**src/rtl/shift_pkg.sv**
```systemverilog
// shift_pkg: shift op encoding and the single-stage power-of-two shift shared by the stages
package shift_pkg;
  typedef enum logic [1:0] {SHIFT_SLL, SHIFT_SRL, SHIFT_SRA, SHIFT_ROR} shift_op_t;
  localparam int MAX_W = 64;
  function automatic logic [MAX_W-1:0] shift_by_pow2(shift_op_t op, logic [MAX_W-1:0] data, int unsigned k, int unsigned w);
    logic [MAX_W-1:0] m, d, fill;
    int unsigned n;
    n = 1 << k;
    m = {MAX_W{1'b1}} >> (MAX_W - w);
    d = data & m;
    fill = d[w-1] ? (m & ~(m >> n)) : '0;
    return op == SHIFT_SLL ? (d << n) & m :
           op == SHIFT_SRL ? d >> n :
           op == SHIFT_SRA ? (d >> n) | fill :
                             ((d >> n) | (d << (w - n))) & m;
  endfunction
endpackage

```
**src/rtl/shift_stage.sv**
```systemverilog
// shift_stage: one conditional 2^K shift with its pipeline register and handshake
module shift_stage
  import shift_pkg::*;
#(
  parameter int WIDTH = 8,
  parameter int SHAMT_W = 3,
  parameter int TAG_W = 4,
  parameter int K = 0
) (
  input  logic               clk,
  input  logic               rst_n,
  input  logic               up_valid,
  output logic               up_ready,
  input  logic [1:0]         up_op,
  input  logic [WIDTH-1:0]   up_data,
  input  logic [SHAMT_W-1:0] up_shamt,
  input  logic [TAG_W-1:0]   up_tag,
  input  logic               down_ready,
  output logic               valid,
  output logic [1:0]         op,
  output logic [WIDTH-1:0]   data,
  output logic [SHAMT_W-1:0] shamt,
  output logic [TAG_W-1:0]   tag
);
  logic [WIDTH-1:0] shifted;
  assign up_ready = !valid || down_ready;
  assign shifted = up_shamt[K] ? WIDTH'(shift_by_pow2(shift_op_t'(up_op), MAX_W'(up_data), K, WIDTH)) : up_data;
  // load a new beat (or bubble) whenever this stage is empty or its content moves on
  always_ff @(posedge clk or negedge rst_n)
    if (!rst_n) begin
      valid <= 1'b0;
      op <= '0;
      data <= '0;
      shamt <= '0;
      tag <= '0;
    end else if (up_ready) begin
      valid <= up_valid;
      if (up_valid) begin
        op <= up_op;
        data <= shifted;
        shamt <= up_shamt;
        tag <= up_tag;
      end
    end
endmodule

```
**src/rtl/barrel_shifter_pipe.sv**
```systemverilog
// barrel_shifter_pipe: pipelined log-stage barrel shifter (SLL/SRL/SRA/ROR) with valid/ready
module barrel_shifter_pipe
  import shift_pkg::*;
#(
  parameter int WIDTH = 8,
  localparam int SHAMT_W = $clog2(WIDTH),
  parameter int TAG_W = 4
) (
  input  logic               clk,
  input  logic               rst_n,
  input  logic               in_valid,
  output logic               in_ready,
  input  logic [1:0]         in_op,
  input  logic [WIDTH-1:0]   in_data,
  input  logic [SHAMT_W-1:0] in_shamt,
  input  logic [TAG_W-1:0]   in_tag,
  output logic               out_valid,
  input  logic               out_ready,
  output logic [WIDTH-1:0]   out_data,
  output logic [TAG_W-1:0]   out_tag,
  output logic               out_zero
);
  logic               v [SHAMT_W+1];
  logic               r [SHAMT_W+1];
  logic [1:0]         o [SHAMT_W+1];
  logic [WIDTH-1:0]   d [SHAMT_W+1];
  logic [SHAMT_W-1:0] s [SHAMT_W+1];
  logic [TAG_W-1:0]   t [SHAMT_W+1];
  assign v[0] = in_valid;
  assign o[0] = in_op;
  assign d[0] = in_data;
  assign s[0] = in_shamt;
  assign t[0] = in_tag;
  assign r[SHAMT_W] = out_ready;
  assign in_ready = r[0];
  assign out_valid = v[SHAMT_W];
  assign out_data = d[SHAMT_W];
  assign out_tag = t[SHAMT_W];
  assign out_zero = ~|out_data;
  for (genvar k = 0; k < SHAMT_W; k++) begin : g_stage
    shift_stage #(.WIDTH(WIDTH), .SHAMT_W(SHAMT_W), .TAG_W(TAG_W), .K(k)) u_stage (
      .clk(clk), .rst_n(rst_n),
      .up_valid(v[k]), .up_ready(r[k]), .up_op(o[k]), .up_data(d[k]), .up_shamt(s[k]), .up_tag(t[k]),
      .down_ready(r[k+1]),
      .valid(v[k+1]), .op(o[k+1]), .data(d[k+1]), .shamt(s[k+1]), .tag(t[k+1])
    );
  end
endmodule

```
**config.mk**
```make
export PLATFORM = sky130hd
export DESIGN_NAME = barrel_shifter_pipe
export DESIGN_NICKNAME = d
export VERILOG_FILES = /design/src/rtl/shift_pkg.sv /design/src/rtl/shift_stage.sv /design/src/rtl/barrel_shifter_pipe.sv
export SDC_FILE = /design/constraint.sdc
export NUM_CORES = 1
export LEC_CHECK = 0
export ABC_AREA = 1
export BUFFER_PORTS_ARGS = -buffer_cell sky130_fd_sc_hd__buf_2
export CAP_MARGIN = 20
export CORE_MARGIN = 2
export CORE_UTILIZATION = 62
export DETAILED_ROUTE_END_ITERATION = 6
export GPL_ROUTABILITY_DRIVEN = 0
export HOLD_SLACK_MARGIN = 0.06
export PLACE_DENSITY = 0.89
export SLEW_MARGIN = 30
export SYNTH_ARGS = -nofsm -noshare
export SYNTH_HDL_FRONTEND = slang
export SYNTH_HIERARCHICAL = 1
export SYNTH_SLANG_ARGS = --single-unit
```
**constraint.sdc**
```tcl
create_clock -name clk -period 3.3 [get_ports clk]
set_input_delay 0 -clock clk [delete_from_list [all_inputs] [get_ports clk]]
set_output_delay 0 -clock clk [all_outputs]
set_load 0.05 [all_outputs]
```
==> impl_metrics.csv <==
group,metric,value,unit
floorplan,dieArea,0.00447,mm2
critical_path,reg2reg_to,"g_stage[0].u_stage/data[1]",
critical_path,reg2reg_from,"g_stage[2].u_stage/valid",
critical_path,cp-end-kind,"register",
synthesis,yosys_warnings,6,
cts,cts_buffer_depth,2,
sta,rsz0062_at_grt,"false",
route,wirelength,5280,um
floorplan,ios,36,
synthesis,syn_avg_cell_area,7.63,um2
placed_design,hpwl,3370,um
flow_run,cap_violations,0,
power_and_ir_drop,vdd_ir_drop_max,0.322,mV
floorplan,coreArea,0.00372,mm2
finish,drive_gt1_share,21.1,%
power_and_ir_drop,pwr-share-seq,41.3,%
placed_design,post-place-cells,393,
cts,cts_htree_levels,2,
sta,final_max_slew_viol_count,0,
finish,final_cells,428,
sta,finalSetupViolations,0,
grt,grt_usage,26.7,%
floorplan,initial_core_util,65.9,%
grt,grt_pass1_vias,2112,
critical_path,slowest_delay,590,ps
finish,antenna_cells,0,
critical_path,cp.required,3540,ps
finish,finish.instance_area,0.00293,mm2
sta,tightest_slew,558,ps
critical_path,path_common_cell,"nand2_4",
cts,cts_root_buffer,"clkbuf_8",
placed_design,io_buffers,35,
cts,clock-sinks,46,
critical_path,worstPathCellList,"nand2_4, inv_1, nand2_2, inv_1, nand2_4, nand2_4, nor2_2, nand2_1, dlygate4sd3_1, nand3_1, dlygate4sd3_1",
sta,hold_viol,0,
floorplan,die_h,66.8,um
grt,grt_max_degree,47,
route,post_drt_wl_per_cell,12.3,um
critical_path,criticalPathCategory,"register to register",
cts,cts_made_buffers,5,
sta,tns,0,ps
power_and_ir_drop,clkPwrFrac,18.8,%
critical_path,r2r.worst_path.cells,11,
power_and_ir_drop,p_total,2.21,mW
route,drtIter0Drc,198,
sta,period_share,78.7,%
power_and_ir_drop,p_sw,982,uW
grt,use_met1,29.5,%
synthesis,synthesis.area,0.00245,mm2
power_and_ir_drop,p_int,1.23,mW
critical_path,slowest_stage,"dlygate4sd3_1",
grt,grt_overflow,0,
finish,syn_to_final_growth,19.8,%
sta,slew-limit-headroom,62.8,%
floorplan,die_x,66.8,um
finish,fillers,269,
grt,busiest_layer,"met2",
route,vias,2205,
synthesis,syn_inst,321,
route,firstDrtPassIters,4,
finish,num-nets-final,400,
cts,path_clk_slew,80,ps
placed_design,place_area,0.00255,mm2
route,vias_per_cell,5.15,
critical_path,startpoint,"g_stage[2].u_stage/valid",
grt,grt.met3_usage,3.89,%
route,drc,0,
grt,antenna_found_initial,0,
route,drtAntennaViolNets,0,
critical_path,cp-start-kind,"register",
run_status,run_status,"complete, no violations",
critical_path,critPathMaxFanout,22,
power_and_ir_drop,p_leak,1.57,nW
critical_path,endpoint,"g_stage[0].u_stage/data[1]",
cts,insertion_delay,300,ps
cts,cts_tree,"yes",
power_and_ir_drop,comb_power_share,39.9,%
grt,use_met2,50.0,%
sta,max_freq,385,MHz
critical_path,cp.arrival,2840,ps
min_path,min_path_cells,5,
min_path,hold_path.class,"primary input to register",
floorplan,rows,22,
sta,period_needed,2600,ps
critical_path,rrSetupSlack,700,ps
grt,grt_pass1_wl,8940,um
power_and_ir_drop,netSwitchingFraction,44.4,%
synthesis,syn-num-nets,342,
sta,finClkSkew,2.55,ps
power_and_ir_drop,power_density,755,mW/mm2
[flip-flops by register name, indices dropped and copies added (netlist names)]
signal and flops:
g_stage.u_stage/tag 12, g_stage.u_stage/shamt 3, g_stage.u_stage/valid 3, g_stage.u_stage/data 24, g_stage.u_stage/op 4
[metal layers]
metal	vias to the layer above	wire, um
met5	-	0
met4	0	131
met3	16	259
met2	72	2790
met1	1007	2100
li1	1110	-
[what timing repair did]
item                      in CTS  in global routing
buffers inserted               0                  0
hold buffers                  27                  0
hold endpoints to repair      63                  0
resized for setup              0                  0
[placed cells by master (no fill, tap or decap), drive strengths merged]
cell type and count:
nand2 182, nor2 24, bufinv 1, buf 35, dfrtp 46, inv 17
nand3 19, a21oi 2, clkbuf 5, clkinv 1, o22ai 1, o21ai 20
dlygate4sd3 27
[critical path: cells and delay by family (launching register included)]
kind	cells	cell delay [ps]
buffers and inverters	4	1270
flip-flops	1	410
AND/OR/NAND/NOR	7	860
[how the worst min path moves through the flow]
stage / from / endpoint / slack, ps
final: in_data[0] / g_stage[0].u_stage/data[0] / 70
after global routing: in_valid / g_stage[0].u_stage/valid / 110
after CTS: in_data[0] / g_stage[0].u_stage/data[0] / 60
after detailed placement: in_tag[3] / g_stage[0].u_stage/tag[3] / 200
after global placement: rst_n / g_stage[2].u_stage/data[5] / 200
after floorplan: rst_n / g_stage[0].u_stage/data[0] / -300
[area by class of cell]
type	count	area [um2]	share of cell area (%)
Clock buffer	5	68.8	2.35
Inverter	16	60.1	2.05
Timing Repair Buffer	62	448	15.3
Clock inverter	3	43.8	1.49
Tap cell	48	60.1	2.05
Sequential cell	46	1150	39.2
Multi-Input combinational cell	248	1100	37.5
[power by group through the flow]
stage,registers [mW],clock network [mW],logic (mW)
after CTS,0.911,0.423,0.884
final,0.914,0.417,0.884
after global routing,0.936,0.441,0.987
after floorplan,1.10,0,0.513
after detailed placement,0.919,0,0.837
after global placement,0.906,0,0.818
[metrics by stage]
step           setup slack, ps  util, %  hold slack, ps
2_1_floorplan             1590        -            -296
4_1_cts                    773     78.9            61.3
3_5_place_dp              1850     68.6             200
3_3_place_gp              1930     68.6             198
5_1_grt                    561     78.9             114
6_report                   703     78.9            66.3
(Power assumes the default switching activity.)
